## src/rtl/io_ram_pkg.sv

```systemverilog
// Shared definitions for the IO-module RAM address port arbiter.
//   - Requester indices (Decompressor, FileLoader, CNN, LayerInput).
//   - Arbiter state enum.
//   - Load/Image/Layer select codes per requester and a grant-to-select helper.
package io_ram_pkg;

    localparam int unsigned NUM_REQ    = 4;
    localparam int unsigned REQ_DECOMP = 0;
    localparam int unsigned REQ_FILE   = 1;
    localparam int unsigned REQ_CNN    = 2;
    localparam int unsigned REQ_LAYER  = 3;

    typedef enum logic [1:0] {
        StIdle,
        StBurst,
        StTurn
    } arb_state_e;

    // Select codes as {Load, Image, Layer}.
    localparam logic [2:0] SEL_NONE   = 3'b000;
    localparam logic [2:0] SEL_DECOMP = 3'b100;
    localparam logic [2:0] SEL_FILE   = 3'b110;
    localparam logic [2:0] SEL_CNN    = 3'b011;
    localparam logic [2:0] SEL_LAYER  = 3'b001;

    function automatic logic [2:0] sel_of_grant(input logic [3:0] grant);
        logic [2:0] sel;
        case (grant)
            4'b0001: sel = SEL_DECOMP;
            4'b0010: sel = SEL_FILE;
            4'b0100: sel = SEL_CNN;
            4'b1000: sel = SEL_LAYER;
            default: sel = SEL_NONE;
        endcase
        return sel;
    endfunction

    function automatic logic [1:0] grant_idx(input logic [3:0] grant);
        logic [1:0] idx;
        idx = 2'd0;
        for (int i = 0; i < 4; i++) begin
            if (grant[i]) idx = 2'(i);
        end
        return idx;
    endfunction

endpackage

```

## src/rtl/ram_port_arbiter_if.sv

```systemverilog
// Bus between the four RAM-port requesters and the arbiter.
//   req/last/addr : requester side (master drives)
//   grant, load/image/layer, address_to_ram, preempt : arbiter side (slave drives)
//   grant_count/busy : only present when ARB_STATS_EN is defined
interface ram_port_arbiter_if #(
    parameter int unsigned ADDR_W = 16
);
    logic [3:0]          req;
    logic [3:0]          last;
    logic [4*ADDR_W-1:0] addr;
    logic [3:0]          grant;
    logic                load;
    logic                image;
    logic                layer;
    logic [ADDR_W-1:0]   address_to_ram;
    logic                preempt;
`ifdef ARB_STATS_EN
    logic [4*16-1:0]     grant_count;
    logic                busy;

    modport master (
        output req, last, addr,
        input  grant, load, image, layer, address_to_ram, preempt, grant_count, busy
    );
    modport slave (
        input  req, last, addr,
        output grant, load, image, layer, address_to_ram, preempt, grant_count, busy
    );
`else
    modport master (
        output req, last, addr,
        input  grant, load, image, layer, address_to_ram, preempt
    );
    modport slave (
        input  req, last, addr,
        output grant, load, image, layer, address_to_ram, preempt
    );
`endif
endinterface

```

## src/rtl/rr_pick4.sv

```systemverilog
// Combinational 4-way round-robin picker.
//   req_i   : request vector
//   ptr_i   : index where the search starts (wraps 3 -> 0)
//   gnt_o   : one-hot winner, lowest index at/after ptr_i
//   valid_o : any request present
module rr_pick4 (
    input  logic [3:0] req_i,
    input  logic [1:0] ptr_i,
    output logic [3:0] gnt_o,
    output logic       valid_o
);
    logic [1:0] idx;

    // Walk offsets from farthest to nearest so the nearest requester overwrites.
    always_comb begin
        gnt_o = 4'b0000;
        idx   = 2'd0;
        for (int k = 3; k >= 0; k--) begin
            idx = ptr_i + 2'(k);
            if (req_i[idx]) gnt_o = 4'b0001 << idx;
        end
    end

    assign valid_o = |req_i;

endmodule

```

## src/rtl/ram_port_arbiter.sv

```systemverilog
// Round-robin arbiter/sequencer for the shared RAM address port.
// Grants one of four requesters with burst lock, drives the Load/Image/Layer select
// code and the muxed address, and inserts one dead turnaround cycle after each burst.
//   clk_i  : clock, all state on rising edge
//   rst_i  : synchronous active-high reset
//   bus_io : slave side of ram_port_arbiter_if (req/last/addr in; grant, select,
//            address_to_ram, preempt out)
// Optional: define ARB_STATS_EN to add per-requester grant counters and busy.
module ram_port_arbiter
    import io_ram_pkg::*;
#(
    parameter int unsigned ADDR_W    = 16,
    parameter int unsigned MAX_BURST = 64,
    parameter int unsigned CNT_W     = 7
) (
    input logic                 clk_i,
    input logic                 rst_i,
    ram_port_arbiter_if.slave   bus_io
);
    // Counter value on the last permitted cycle of a burst.
    localparam logic [CNT_W-1:0] LimitCnt = CNT_W'((MAX_BURST == 0) ? 0 : MAX_BURST - 1);

    arb_state_e       state_q, state_d;
    logic [3:0]       grant_q, grant_d;
    logic [1:0]       ptr_q, ptr_d;
    logic [CNT_W-1:0] cnt_q, cnt_d;
    logic             preempt_q, preempt_d;

    logic [3:0]       pick_gnt;
    logic             pick_valid;
    logic             own_req;
    logic             own_last;
    logic             at_limit;
    logic             issue;

    rr_pick4 u_pick (
        .req_i   (bus_io.req),
        .ptr_i   (ptr_q),
        .gnt_o   (pick_gnt),
        .valid_o (pick_valid)
    );

    assign own_req  = |(grant_q & bus_io.req);
    assign own_last = |(grant_q & bus_io.last);
    assign at_limit = (MAX_BURST != 0) && (cnt_q == LimitCnt);

    always_comb begin
        state_d   = state_q;
        grant_d   = grant_q;
        ptr_d     = ptr_q;
        cnt_d     = cnt_q;
        preempt_d = 1'b0;
        issue     = 1'b0;
        unique case (state_q)
            StIdle, StTurn: begin
                if (pick_valid) begin
                    grant_d = pick_gnt;
                    ptr_d   = grant_idx(pick_gnt) + 2'd1;
                    cnt_d   = '0;
                    state_d = StBurst;
                    issue   = 1'b1;
                end else begin
                    grant_d = 4'b0000;
                    state_d = StIdle;
                end
            end
            StBurst: begin
                if (!own_req || own_last || at_limit) begin
                    state_d   = StTurn;
                    grant_d   = 4'b0000;
                    // Only a release caused purely by the burst limit counts as forced.
                    preempt_d = at_limit && own_req && !own_last;
                end else if (cnt_q != '1) begin
                    cnt_d = cnt_q + CNT_W'(1);
                end
            end
            default: begin
                state_d = StIdle;
                grant_d = 4'b0000;
            end
        endcase
    end

    always_ff @(posedge clk_i) begin
        if (rst_i) begin
            state_q   <= StIdle;
            grant_q   <= 4'b0000;
            ptr_q     <= 2'd0;
            cnt_q     <= '0;
            preempt_q <= 1'b0;
        end else begin
            state_q   <= state_d;
            grant_q   <= grant_d;
            ptr_q     <= ptr_d;
            cnt_q     <= cnt_d;
            preempt_q <= preempt_d;
        end
    end

    logic [ADDR_W-1:0] addr_mux;

    always_comb begin
        addr_mux = '0;
        for (int i = 0; i < 4; i++) begin
            if (grant_q[i]) addr_mux = bus_io.addr[i*ADDR_W +: ADDR_W];
        end
    end

    assign bus_io.grant                              = grant_q;
    assign {bus_io.load, bus_io.image, bus_io.layer} = sel_of_grant(grant_q);
    assign bus_io.address_to_ram                     = addr_mux;
    assign bus_io.preempt                            = preempt_q;

`ifdef ARB_STATS_EN
    logic [3:0][15:0] gcnt_q;

    always_ff @(posedge clk_i) begin
        if (rst_i) begin
            gcnt_q <= '0;
        end else if (issue) begin
            for (int i = 0; i < 4; i++) begin
                if (pick_gnt[i] && gcnt_q[i] != 16'hFFFF) gcnt_q[i] <= gcnt_q[i] + 16'd1;
            end
        end
    end

    assign bus_io.grant_count = gcnt_q;
    assign bus_io.busy        = (state_q != StIdle);
`endif

endmodule

```

## src/flat_wrapper.sv

```systemverilog
// flat-port wrapper written by rule: the top's interface ports become plain ports
module ram_port_arbiter_flat import io_ram_pkg::*;
#(
    parameter int unsigned ADDR_W    = 16,
    parameter int unsigned MAX_BURST = 64,
    parameter int unsigned CNT_W     = 7
)
  (clk_i, rst_i, bus_io_req, bus_io_last, bus_io_addr, bus_io_grant, bus_io_load, bus_io_image, bus_io_layer, bus_io_address_to_ram, bus_io_preempt);
  ram_port_arbiter_if #(.ADDR_W(ADDR_W)) bus_io_i ();
  input logic clk_i;
  input logic rst_i;
  input wire logic [$bits(bus_io_i.req)-1:0] bus_io_req;
  input wire logic [$bits(bus_io_i.last)-1:0] bus_io_last;
  input wire logic [$bits(bus_io_i.addr)-1:0] bus_io_addr;
  output wire logic [$bits(bus_io_i.grant)-1:0] bus_io_grant;
  output wire logic [$bits(bus_io_i.load)-1:0] bus_io_load;
  output wire logic [$bits(bus_io_i.image)-1:0] bus_io_image;
  output wire logic [$bits(bus_io_i.layer)-1:0] bus_io_layer;
  output wire logic [$bits(bus_io_i.address_to_ram)-1:0] bus_io_address_to_ram;
  output wire logic [$bits(bus_io_i.preempt)-1:0] bus_io_preempt;
  assign bus_io_i.req = bus_io_req;
  assign bus_io_i.last = bus_io_last;
  assign bus_io_i.addr = bus_io_addr;
  assign bus_io_grant = bus_io_i.grant;
  assign bus_io_load = bus_io_i.load;
  assign bus_io_image = bus_io_i.image;
  assign bus_io_layer = bus_io_i.layer;
  assign bus_io_address_to_ram = bus_io_i.address_to_ram;
  assign bus_io_preempt = bus_io_i.preempt;
  ram_port_arbiter #(.ADDR_W(ADDR_W), .MAX_BURST(MAX_BURST), .CNT_W(CNT_W)) u_core (.clk_i(clk_i), .rst_i(rst_i), .bus_io(bus_io_i));
endmodule
```

## config.mk

```make
export PLATFORM = sky130hd
export DESIGN_NAME = ram_port_arbiter_flat
export DESIGN_NICKNAME = d
export VERILOG_FILES = /design/src/rtl/io_ram_pkg.sv /design/src/rtl/ram_port_arbiter_if.sv /design/src/rtl/rr_pick4.sv /design/src/rtl/ram_port_arbiter.sv /design/src/flat_wrapper.sv
export SDC_FILE = /design/constraint.sdc
export NUM_CORES = 1
export LEC_CHECK = 0
export BUFFER_PORTS_ARGS = -buffer_cell sky130_fd_sc_hd__buf_2
export CORE_ASPECT_RATIO = 2
export CORE_MARGIN = 4
export CORE_UTILIZATION = 38
export CTS_CLUSTER_SIZE = 12
export DETAILED_ROUTE_END_ITERATION = 16
export PLACE_DENSITY = 0.76
export SLEW_MARGIN = 20
export SYNTH_ARGS = -nofsm -noshare
export SYNTH_HDL_FRONTEND = slang
export SYNTH_SLANG_ARGS = --single-unit
```

## constraint.sdc

```tcl
create_clock -name clk_i -period 2.45 [get_ports clk_i]
set_input_delay 0.245 -clock clk_i [delete_from_list [all_inputs] [get_ports clk_i]]
set_output_delay 0.245 -clock clk_i [all_outputs]
set_load 0.01 [all_outputs]
```

==> results of run 1 <==
## flip-flops by register name, indices dropped and copies added (netlist names)
| signal | count |
|---|---|
| u_core.bus_io.grant | 4 |
| u_core.bus_io.preempt | 1 |
| u_core.cnt_q | 7 |
| u_core.ptr_q | 2 |
| u_core.state_q | 2 |
## worst max-delay path by stage
stage	end	startpoint
CTS	u_core.ptr_q[0]$_SDFFE_PP0P_	u_core.ptr_q[0]$_SDFFE_PP0P_
detailed placement	u_core.ptr_q[0]$_SDFFE_PP0P_	u_core.ptr_q[1]$_SDFFE_PP0P_
global placement	u_core.ptr_q[0]$_SDFFE_PP0P_	u_core.ptr_q[1]$_SDFFE_PP0P_
finish	u_core.ptr_q[0]$_SDFFE_PP0P_	u_core.ptr_q[0]$_SDFFE_PP0P_
floorplan	u_core.ptr_q[0]$_SDFFE_PP0P_	u_core.ptr_q[0]$_SDFFE_PP0P_
global route	u_core.ptr_q[0]$_SDFFE_PP0P_	u_core.ptr_q[0]$_SDFFE_PP0P_
## metal layers
metal,global-route usage,part of all wire
met1,0.1742,0.32
met3,0.02311,0.097
met2,0.4176,0.56
met4,0.06890,0.018
met5,0,0
## report_power, final
group | switching [uW] | total (uW) | internal [uW]
Sequential | 74.4 | 385 | 310
Combinational | 850 | 1630 | 781
Clock | 94.9 | 238 | 143
Total | 1020 | 2250 | 1230
## layout by cell type, fill, tap and decap left out, drive strengths merged, types with 3 or more instances in the layout
| cell | Yosys | routed |
|---|---|---|
| a211oi | 3 | 3 |
| a21oi | 5 | 5 |
| a221o | 13 | 13 |
| a22o | 14 | 14 |
| a22oi | 10 | 10 |
| buf | 3 | 107 |
| clkbuf | 7 | 4 |
| dfxtp | 16 | 16 |
| ha | 8 | 8 |
| inv | 11 | 11 |
| mux2i | 5 | 5 |
| mux4 | 4 | 4 |
| nand2 | 9 | 9 |
| nand2b | 4 | 4 |
| nand3 | 4 | 4 |
| nand3b | 3 | 3 |
| nor2 | 9 | 9 |
| nor2b | 5 | 5 |
| nor3 | 5 | 5 |
| o21ai | 10 | 10 |
| or3 | 3 | 3 |
## kinds of logic (layout without fill, tap and decap cells)
| logic type | Yosys count | count (layout) |
|---|---|---|
| mux | 9 | 9 |
| flops | 16 | 16 |
| buf+inv | 21 | 122 |
| fa+ha+maj | 8 | 8 |
| xor+xnor | 2 | 2 |
| compound gates | 71 | 71 |
| simple gates | 48 | 48 |
## critical path, cell delays in order, from the launching register on
cell	delay, ns
dfxtp_1	0.33
inv_1	0.08
ha_4	0.30
mux4_2	0.56
nor2b_1	0.18
a222oi_1	0.29
buf_4	0.18
nor2b_1	0.04
o32ai_1	0.28
## through the flow
| stage | util | cells |
|---|---|---|
| final | 0.5570 | 327 |
| after global routing | 0.5570 | 327 |
| after CTS | 0.5570 | 327 |
| after detailed placement | 0.5426 | 323 |
| after global placement | 0.5426 | 323 |
| after floorplan | - | 175 |
## area by class of cell
class                           count  area share
Sequential cell                    16      0.1496
Tap cell                           51     0.02981
Inverter                           11     0.01929
Clock buffer                        4     0.02572
Multi-Input combinational cell    138      0.5137
Timing Repair Buffer              107      0.2618
==> impl_metrics.yaml, run 1 <==
clock_tree:
  cts_tree: "built"
  cts_inserted_buffers: 3
  path_clk_slew_ns: 0.06
  clock-sinks: 16
  cts_setup_buffers: 0
  cts_hold_buffers: 0
  cts_root_buf: "clkbuf_8"
  htree_num_levels: 1
  postCtsResizedCells: 0
  clockBufferDepth: 2
  clock_latency_ns: 0.25
drt:
  drtIter0Drc: 62
  firstDrtPassIters: 4
  avgRoutedWirePerCell_um: 16.06
  dr_total_vias: 1828
  route.detailed.drc: 0
  routed_wl_mm: 5.252
  vias_per_cell: 5.590
  antenna_left: 0
timing:
  setup_viol: 0
  skew_ns: 0.002223
  setup-tns-final_ns: 0
  fmax_mhz: 426.5
  worst_slack_ns: 0.1055
  rsz0062_at_grt: "no"
  slew_violations: 0
  period_needed_ns: 2.345
  slew_headroom: 0.4493
  fin_crit_sh: 0.9569
  hold_viol: 0
  fin_worst_hold_slack_ns: 0.2522
  tightestPinTransition_ns: 0.8223
critical_path:
  crit_fanout: 6
  cp-end-kind: "register"
  ff2ff_setup_slack_ns: 0.11
  r2r_end: "u_core.ptr_q[0]$_SDFFE_PP0P_"
  crit_type: "reg2reg"
  cp.required_ns: 2.60
  rr_worst_depth: 8
  start_kind: "register"
  r2r_start: "u_core.ptr_q[0]$_SDFFE_PP0P_"
  cp.arrival_ns: 2.50
cells_and_area:
  antennaDiodeCount: 0
  multiInputGateArea_mm2: 0.001100
  n_fill_cell: 373
  layout-drive-gt1-share: 0.4239
  stdcell_area_mm2: 0.002141
  fin_nets: 359
  ff_latch_area_um2: 320.3
  area_delta_synth_final_pct: 42.94
global_route:
  grt_overflow_total: 0
  grt_pass1_wl_mm: 7.900
  grt_usage: 0.2007
  grt_max_degree: 27
  grt_pass1_vias: 1771
  antenna_found_initial: 0
logic_synthesis:
  ys_top_cells_by_count: "dfxtp_1 (16), a22o_1 (14), a221o_1 (13)"
  synth-simple-area-share: 0.1813
  ys_types: 41
  synthMuxAreaShare: 0.09858
  synth-compound-area-share: 0.3701
  syn_inst: 175
  synth_flop_cell: "dfxtp_1"
  synthesis.area_mm2: 0.001498
  yosysWarnings: 0
  synth_top_family_by_area: "compound AO/OA/AOI/OAI gates"
  synthXorXnorAreaFrac: 0.01170
  syn_nets: 257
  synth.area.top_cells: "dfxtp_1 (21%), a221o_1 (8.7%), a22o_1 (8.2%), ha_1 (6.7%), a22oi_1 (5.0%)"
  synth.avg_cell_area_um2: 8.558
  synth_adder_area_share: 0.06683
  synth_top_area_cell: "dfxtp_1"
  ys_ff_latch: 16
  synthArstFlopShare: 0
  seq_area_frac_synth: 0.2139
  synth_edf_count: 0
  yosysMostFrequentCell: "dfxtp_1"
  yosys.area.top_type_share: 0.2139
min_path:
  whs_endpoint: "u_core.cnt_q[1]$_SDFFE_PP0P_"
  worstHoldStart: "rst_i"
  min_path_type: "in2reg"
  hold_depth: 2
die:
  fp.dieW_um: 52.39
  die_y_um: 96.78
  rows: 32
  coreArea_mm2: 0.003844
  start_util: 0.3896
  io_pins: 98
  dieArea_mm2: 0.005070
power:
  p_total_uw: 2253
  ir_worst_vdd_uv: 637.7
  pwr_density_cell_mw_per_mm2: 1053
  p_leak_uw: 0.001020
placement:
  pre_cts_ws_ns: 0.1117
  hpwl_mm: 4.346
  io_buffers: 97
  place_congestion: 0.9923
  dpl_cell_area_mm2: 0.002086
run:
  drv_cap: 0
outcome:
  status: "finished clean"
No activity file was read; power rests on OpenSTA's default activity.
==> inputs of run 2 (changes only) <==
Settings changed: REMOVE_ABC_BUFFERS set to 1.
==> impl_metrics.yaml, run 2 (synthesis results as in run 1) <==
outcome:
  status: "finished clean"
critical_path:
  r2r_start: "u_core.ptr_q[1]$_SDFFE_PP0P_"
  cp_cell_sequence: "inv_1 -> ha_4 -> mux4_2 -> nor2b_1 -> a222oi_1 -> buf_4 -> nor2_1 -> o32ai_1"
  max_stage_delay_ns: 0.55
  cp.required_ns: 2.60
  r2r_end: "u_core.ptr_q[1]$_SDFFE_PP0P_"
  ff2ff_setup_slack_ns: 0.17
  rr_worst_depth: 8
  crit_type: "reg2reg"
  cp-end-kind: "register"
  cp.arrival_ns: 2.44
  start_kind: "register"
  crit_fanout: 5
  slowest_stage: "mux4_2"
timing:
  fmax_mhz: 438.1
  period_needed_ns: 2.283
  fin_crit_sh: 0.9317
  slew_headroom: 0.5605
  slew_violations: 0
  setup_viol: 0
  rsz0062_at_grt: "no"
  skew_ns: 0.001063
  tightestPinTransition_ns: 0.6523
  worst_slack_ns: 0.1675
  hold_viol: 0
global_route:
  grt_usage: 0.2084
  antenna_found_initial: 0
  grt_max_degree: 25
  grt_pass1_wl_mm: 8.321
  grt_overflow_total: 0
  grt_pass1_vias: 1798
die:
  fp.dieW_um: 52.39
  die_y_um: 96.78
  io_pins: 98
  start_util: 0.3896
  coreArea_mm2: 0.003844
  rows: 32
  dieArea_mm2: 0.005070
cells_and_area:
  area_delta_synth_final_pct: 45.78
  layout.cells.most_common: "buf_2"
  antennaDiodeCount: 0
  largest_register: "u_core.cnt_q"
  mostFrequentLayoutCells: "buf_2 (97), dfxtp_1 (16), buf_4 (15)"
  largest_register_ffs: 7
  layout-drive-gt1-share: 0.4377
  fin_nets: 364
drt:
  avgRoutedWirePerCell_um: 16.29
  dr_total_vias: 1900
  firstDrtPassIters: 5
  vias_per_cell: 5.723
  route.detailed.drc: 0
  antenna_left: 0
  routed_wl_mm: 5.408
  drtIter0Drc: 64
run:
  drv_cap: 0
clock_tree:
  cts_hold_buffers: 0
  clock_latency_ns: 0.25
  clock-sinks: 16
  path_clk_slew_ns: 0.06
  clockBufferDepth: 2
  htree_num_levels: 1
  cts_tree: "built"
  cts_root_buf: "clkbuf_8"
  cts_inserted_buffers: 3
placement:
  pre_cts_ws_ns: 0.05999
  hpwl_mm: 4.440
  io_buffers: 97
  place_congestion: 0.9005
min_path:
  min_path_type: "in2reg"
  hold_depth: 2
  whs_endpoint: "u_core.cnt_q[1]$_SDFFE_PP0P_"
  worstHoldStart: "rst_i"
power:
  pwr_density_cell_mw_per_mm2: 1071
  p_leak_uw: 0.001047
  ir_worst_vdd_uv: 683.4
  p_total_uw: 2337
-- run 2: cell types whose count changed in the layout (fill, tap and decap cells not counted), sizes merged --
| cell | change |
|---|---|
| buf | +5 |
-- run 2: worst max path at each step --
stage | cells after the start | end | slack, ns | from
6_report | 8 | u_core.ptr_q[1]$_SDFFE_PP0P_ | 0.17 | u_core.ptr_q[1]$_SDFFE_PP0P_
5_1_grt | 8 | u_core.ptr_q[0]$_SDFFE_PP0P_ | 0.04 | u_core.ptr_q[1]$_SDFFE_PP0P_
4_1_cts | 7 | u_core.ptr_q[0]$_SDFFE_PP0P_ | 0.05 | u_core.ptr_q[1]$_SDFFE_PP0P_
3_5_place_dp | 7 | u_core.ptr_q[0]$_SDFFE_PP0P_ | 0.06 | u_core.ptr_q[1]$_SDFFE_PP0P_
3_3_place_gp | 7 | u_core.ptr_q[1]$_SDFFE_PP0P_ | 0.07 | u_core.ptr_q[1]$_SDFFE_PP0P_
2_1_floorplan | 7 | u_core.ptr_q[0]$_SDFFE_PP0P_ | -0.21 | u_core.ptr_q[0]$_SDFFE_PP0P_
-- run 2: per-stage QoR --
| step | utilization | instances | area [um2] | hold slack [ns] | setup TNS, ns |
|---|---|---|---|---|---|
| finish | 0.5680 | 332 | 2183 | 0.2517 | 0 |
| global route | 0.5680 | 332 | 2183 | 0.2630 | 0 |
| CTS | 0.5605 | 330 | 2155 | 0.2432 | 0 |
| detailed placement | 0.5462 | 326 | 2100 | 0.4215 | 0 |
| global placement | 0.5462 | 326 | 2100 | 0.4244 | 0 |
| floorplan | - | 165 | 1453 | 0.3141 | -0.4625 |
-- run 2: layer usage --
layer	up-vias	wire length, um	global-route usage
met5	-	0	0
met4	0	110	0.06496
met3	15	317	0.02157
met2	71	2940	0.3946
met1	897	2040	0.2249
li1	917	-	-
-- run 2: critical path, delay by kind of cell (launching register included) --
| family | cells | cell delay, ns |
|---|---|---|
| AND/OR/NAND/NOR | 2 | 0.22 |
| AO/OA/AOI/OAI | 2 | 0.50 |
| adder cells (fa/ha/maj) | 1 | 0.29 |
| buffers and inverters | 2 | 0.29 |
| multiplexers | 1 | 0.55 |
| flip-flops | 1 | 0.33 |
-- run 2: report_power, final --
| group | switching, uW | internal, uW |
|---|---|---|
| Combinational | 889 | 836 |
| Sequential | 71.2 | 310 |
| Clock | 88.2 | 142 |
-- run 2: timing repair --
item	in CTS	in global routing
endpoints found under the setup margin	0	2
gates resized for setup	0	3
buffers inserted	0	2
-- run 2: area by class of cell --
type	instances	area, um2
timing repair buffer	112	598.1
sequential	16	320.3
clock buffer	4	55.05
tap	51	63.81
fill	389	1660
inverter	11	41.29
multi-input combinational	138	1105
==> inputs of run 3 (changes only) <==
Settings changed: ABC_AREA set to 1, CORE_UTILIZATION 38 to 40, PLACE_DENSITY 0.76 to 0.77.
==> impl_metrics.yaml, run 3 <==
outcome:
  status: "finished clean"
timing:
  hold_viol: 0
  fin_worst_hold_slack_ns: 0.2949
  slew_headroom: 0.5482
  slew_violations: 0
  rsz0062_at_grt: "no"
  setup_viol: 0
  period_needed_ns: 2.019
  fin_crit_sh: 0.8242
  tightestPinTransition_ns: 0.6769
  skew_ns: 0.003002
  setup-tns-final_ns: 0
  fmax_mhz: 495.2
placement:
  hpwl_mm: 4.853
  io_buffers: 97
  dpl_cell_area_mm2: 0.002268
  place_congestion: 0.8975
logic_synthesis:
  ys_ff_latch: 16
  yosysWarnings: 0
  synth.avg_cell_area_um2: 5.914
  ys_top_cells_by_count: "nand2_1 (95), nand3_1 (48), inv_1 (25)"
  synth_top_area_cell: "nand2_1"
  synth_flop_cell: "dfxtp_1"
  seq_area_frac_synth: 0.1848
  yosysMostFrequentCell: "nand2_1"
  synthesis.area_mm2: 0.001733
  synthArstFlopShare: 0
  synth_edf_count: 0
  synth.area.top_cells: "nand2_1 (21%), dfxtp_1 (18%), nand3_1 (14%), nand4_1 (6.9%), ha_1 (5.8%)"
  syn_inst: 293
  ys_types: 27
  yosys.area.top_type_share: 0.2058
die:
  start_util: 0.4197
  fp.dieW_um: 54.54
  dieArea_mm2: 0.005513
  rows: 33
  die_y_um: 101.1
  coreArea_mm2: 0.004129
  io_pins: 98
critical_path:
  rr_worst_depth: 11
  start_kind: "register"
  slowest_stage: "dfxtp_1"
  r2r_end: "u_core.ptr_q[0]$_SDFFE_PP0P_"
  cp.required_ns: 2.60
  crit_fanout: 9
  startpoint: "u_core.ptr_q[0]$_SDFFE_PP0P_"
  ff2ff_setup_slack_ns: 0.43
  max_stage_delay_ns: 0.51
  cp-end-kind: "register"
  cp.arrival_ns: 2.17
  critPathTopFamily: "flip-flops"
  endpoint: "u_core.ptr_q[0]$_SDFFE_PP0P_"
  cp.buffers_inverters: 3
  crit_type: "reg2reg"
  r2r_start: "u_core.ptr_q[0]$_SDFFE_PP0P_"
  cp_cell_sequence: "inv_2 -> ha_1 -> inv_1 -> nand3_2 -> nand2_4 -> o21ai_0 -> inv_1 -> a21oi_2 -> nand2_1 -> nand2_1 -> nand2_1"
  crit_top_cell: "nand2_1"
  cp.depth: 11
cells_and_area:
  largest_register_ffs: 7
  mostFrequentLayoutCells: "buf_2 (97), nand2_1 (95), nand3_1 (48)"
  multiInputGateArea_mm2: 0.001261
  layout.cells.most_common: "buf_2"
  area_delta_synth_final_pct: 34.22
  stdcell_area_mm2: 0.002326
  ff_latch_area_um2: 320.3
  n_fill_cell: 427
  antennaDiodeCount: 0
  fin_nets: 471
  utilization: 0.5633
  layout-drive-gt1-share: 0.3505
  largest_register: "u_core.cnt_q"
clock_tree:
  cts_root_buf: "clkbuf_8"
  path_clk_slew_ns: 0.06
  cts_hold_buffers: 0
  clock_latency_ns: 0.25
  clock-sinks: 16
  cts_tree: "built"
  cts_setup_buffers: 0
  postCtsResizedCells: 0
  htree_num_levels: 1
  clockBufferDepth: 2
  cts_inserted_buffers: 3
drt:
  vias_per_cell: 5.195
  firstDrtPassIters: 4
  routed_wl_mm: 6.006
  antenna_left: 0
  route.detailed.drc: 0
  avgRoutedWirePerCell_um: 13.65
  drtIter0Drc: 68
  dr_total_vias: 2286
min_path:
  min_path_type: "in2reg"
  worstHoldStart: "bus_io_last[1]"
power:
  pwr-share-comb: 0.744
  pwr_density_cell_mw_per_mm2: 1054
  swShare: 0.5449
  p_total_uw: 2452
  internal-power_uw: 1116
  power.switching_uw: 1336
  power_frac_seq: 0.160
  p_leak_uw: 0.001208
  ir_worst_vdd_uv: 530.2
  p_clk_frac: 0.096
global_route:
  grt_max_degree: 35
  grt_pass1_wl_mm: 9.211
  antenna_found_initial: 0
  grt_overflow_total: 0
  grt_pass1_vias: 2177
  grt_usage: 0.2194
run:
  drv_cap: 0
run 3: cell count changes in the layout (fill, tap and decap cells not counted), moves of 13 or more:
cell / previous run / this run
nand4_1: 0 / 19
nand3_1: 4 / 48
a221o_1: 13 / 0
nand2_1: 9 / 95
a22o_1: 14 / 0
inv_1: 11 / 25
run 3: kinds of logic (layout without fill, tap and decap cells):
group,Yosys count,in the layout,synth area share
and+or+nand+nor,206,206,0.5812
buffers and inverters,39,134,0.08880
AOI/OAI and AO/OA,21,21,0.07220
DFF,16,16,0.1848
adders and majority gates,8,8,0.05776
xor gates and xnor gates,3,3,0.01517
run 3: worst min-delay path: stages:
cell     delay, ns
buf_2         0.09
a21oi_2       0.07
nand3_1       0.07
inv_1         0.03
run 3: power groups by stage:
stage	Sequential (uW)	Combinational [uW]	Clock (uW)
finish	392	1820	237
global route	404	2050	252
CTS	391	1830	239
detailed placement	397	1820	0
global placement	395	1800	0
floorplan	435	1140	0
run 3: worst min-delay path by stage:
stage                                                   to  cells after the start
after floorplan               u_core.cnt_q[5]$_SDFFE_PP0P_                      1
after global placement        u_core.cnt_q[4]$_SDFFE_PP0P_                      2
after detailed placement      u_core.cnt_q[4]$_SDFFE_PP0P_                      2
after CTS                 u_core.bus_io.preempt$_SDFF_PP0_                      4
after global routing          u_core.cnt_q[5]$_SDFFE_PP0P_                      2
final                     u_core.bus_io.preempt$_SDFF_PP0_                      4
run 3: cell type report:
class,instances,share of cell area
flip-flops and latches,16,0.1377
repair buffers,101,0.2216
multi-input cells,238,0.5422
clock buffers,4,0.02367
inverters,29,0.04680
well taps,52,0.02797
run 3: per-stage QoR:
stage | cells | setup slack (ns)
6_report | 440 | 0.4308
5_1_grt | 440 | 0.2554
4_1_cts | 440 | 0.1587
3_5_place_dp | 436 | 0.4401
3_3_place_gp | 436 | 0.4891
2_1_floorplan | 283 | 0.5125
run 3: per-layer routing:
| layer | up-vias | track usage | wire length, um |
|---|---|---|---|
| met5 | - | 0 | 0 |
| met4 | 0 | 0.1113 | 263 |
| met3 | 24 | 0.03407 | 448 |
| met2 | 95 | 0.4211 | 3235 |
| met1 | 1006 | 0.2038 | 2059 |
| li1 | 1161 | - | - |
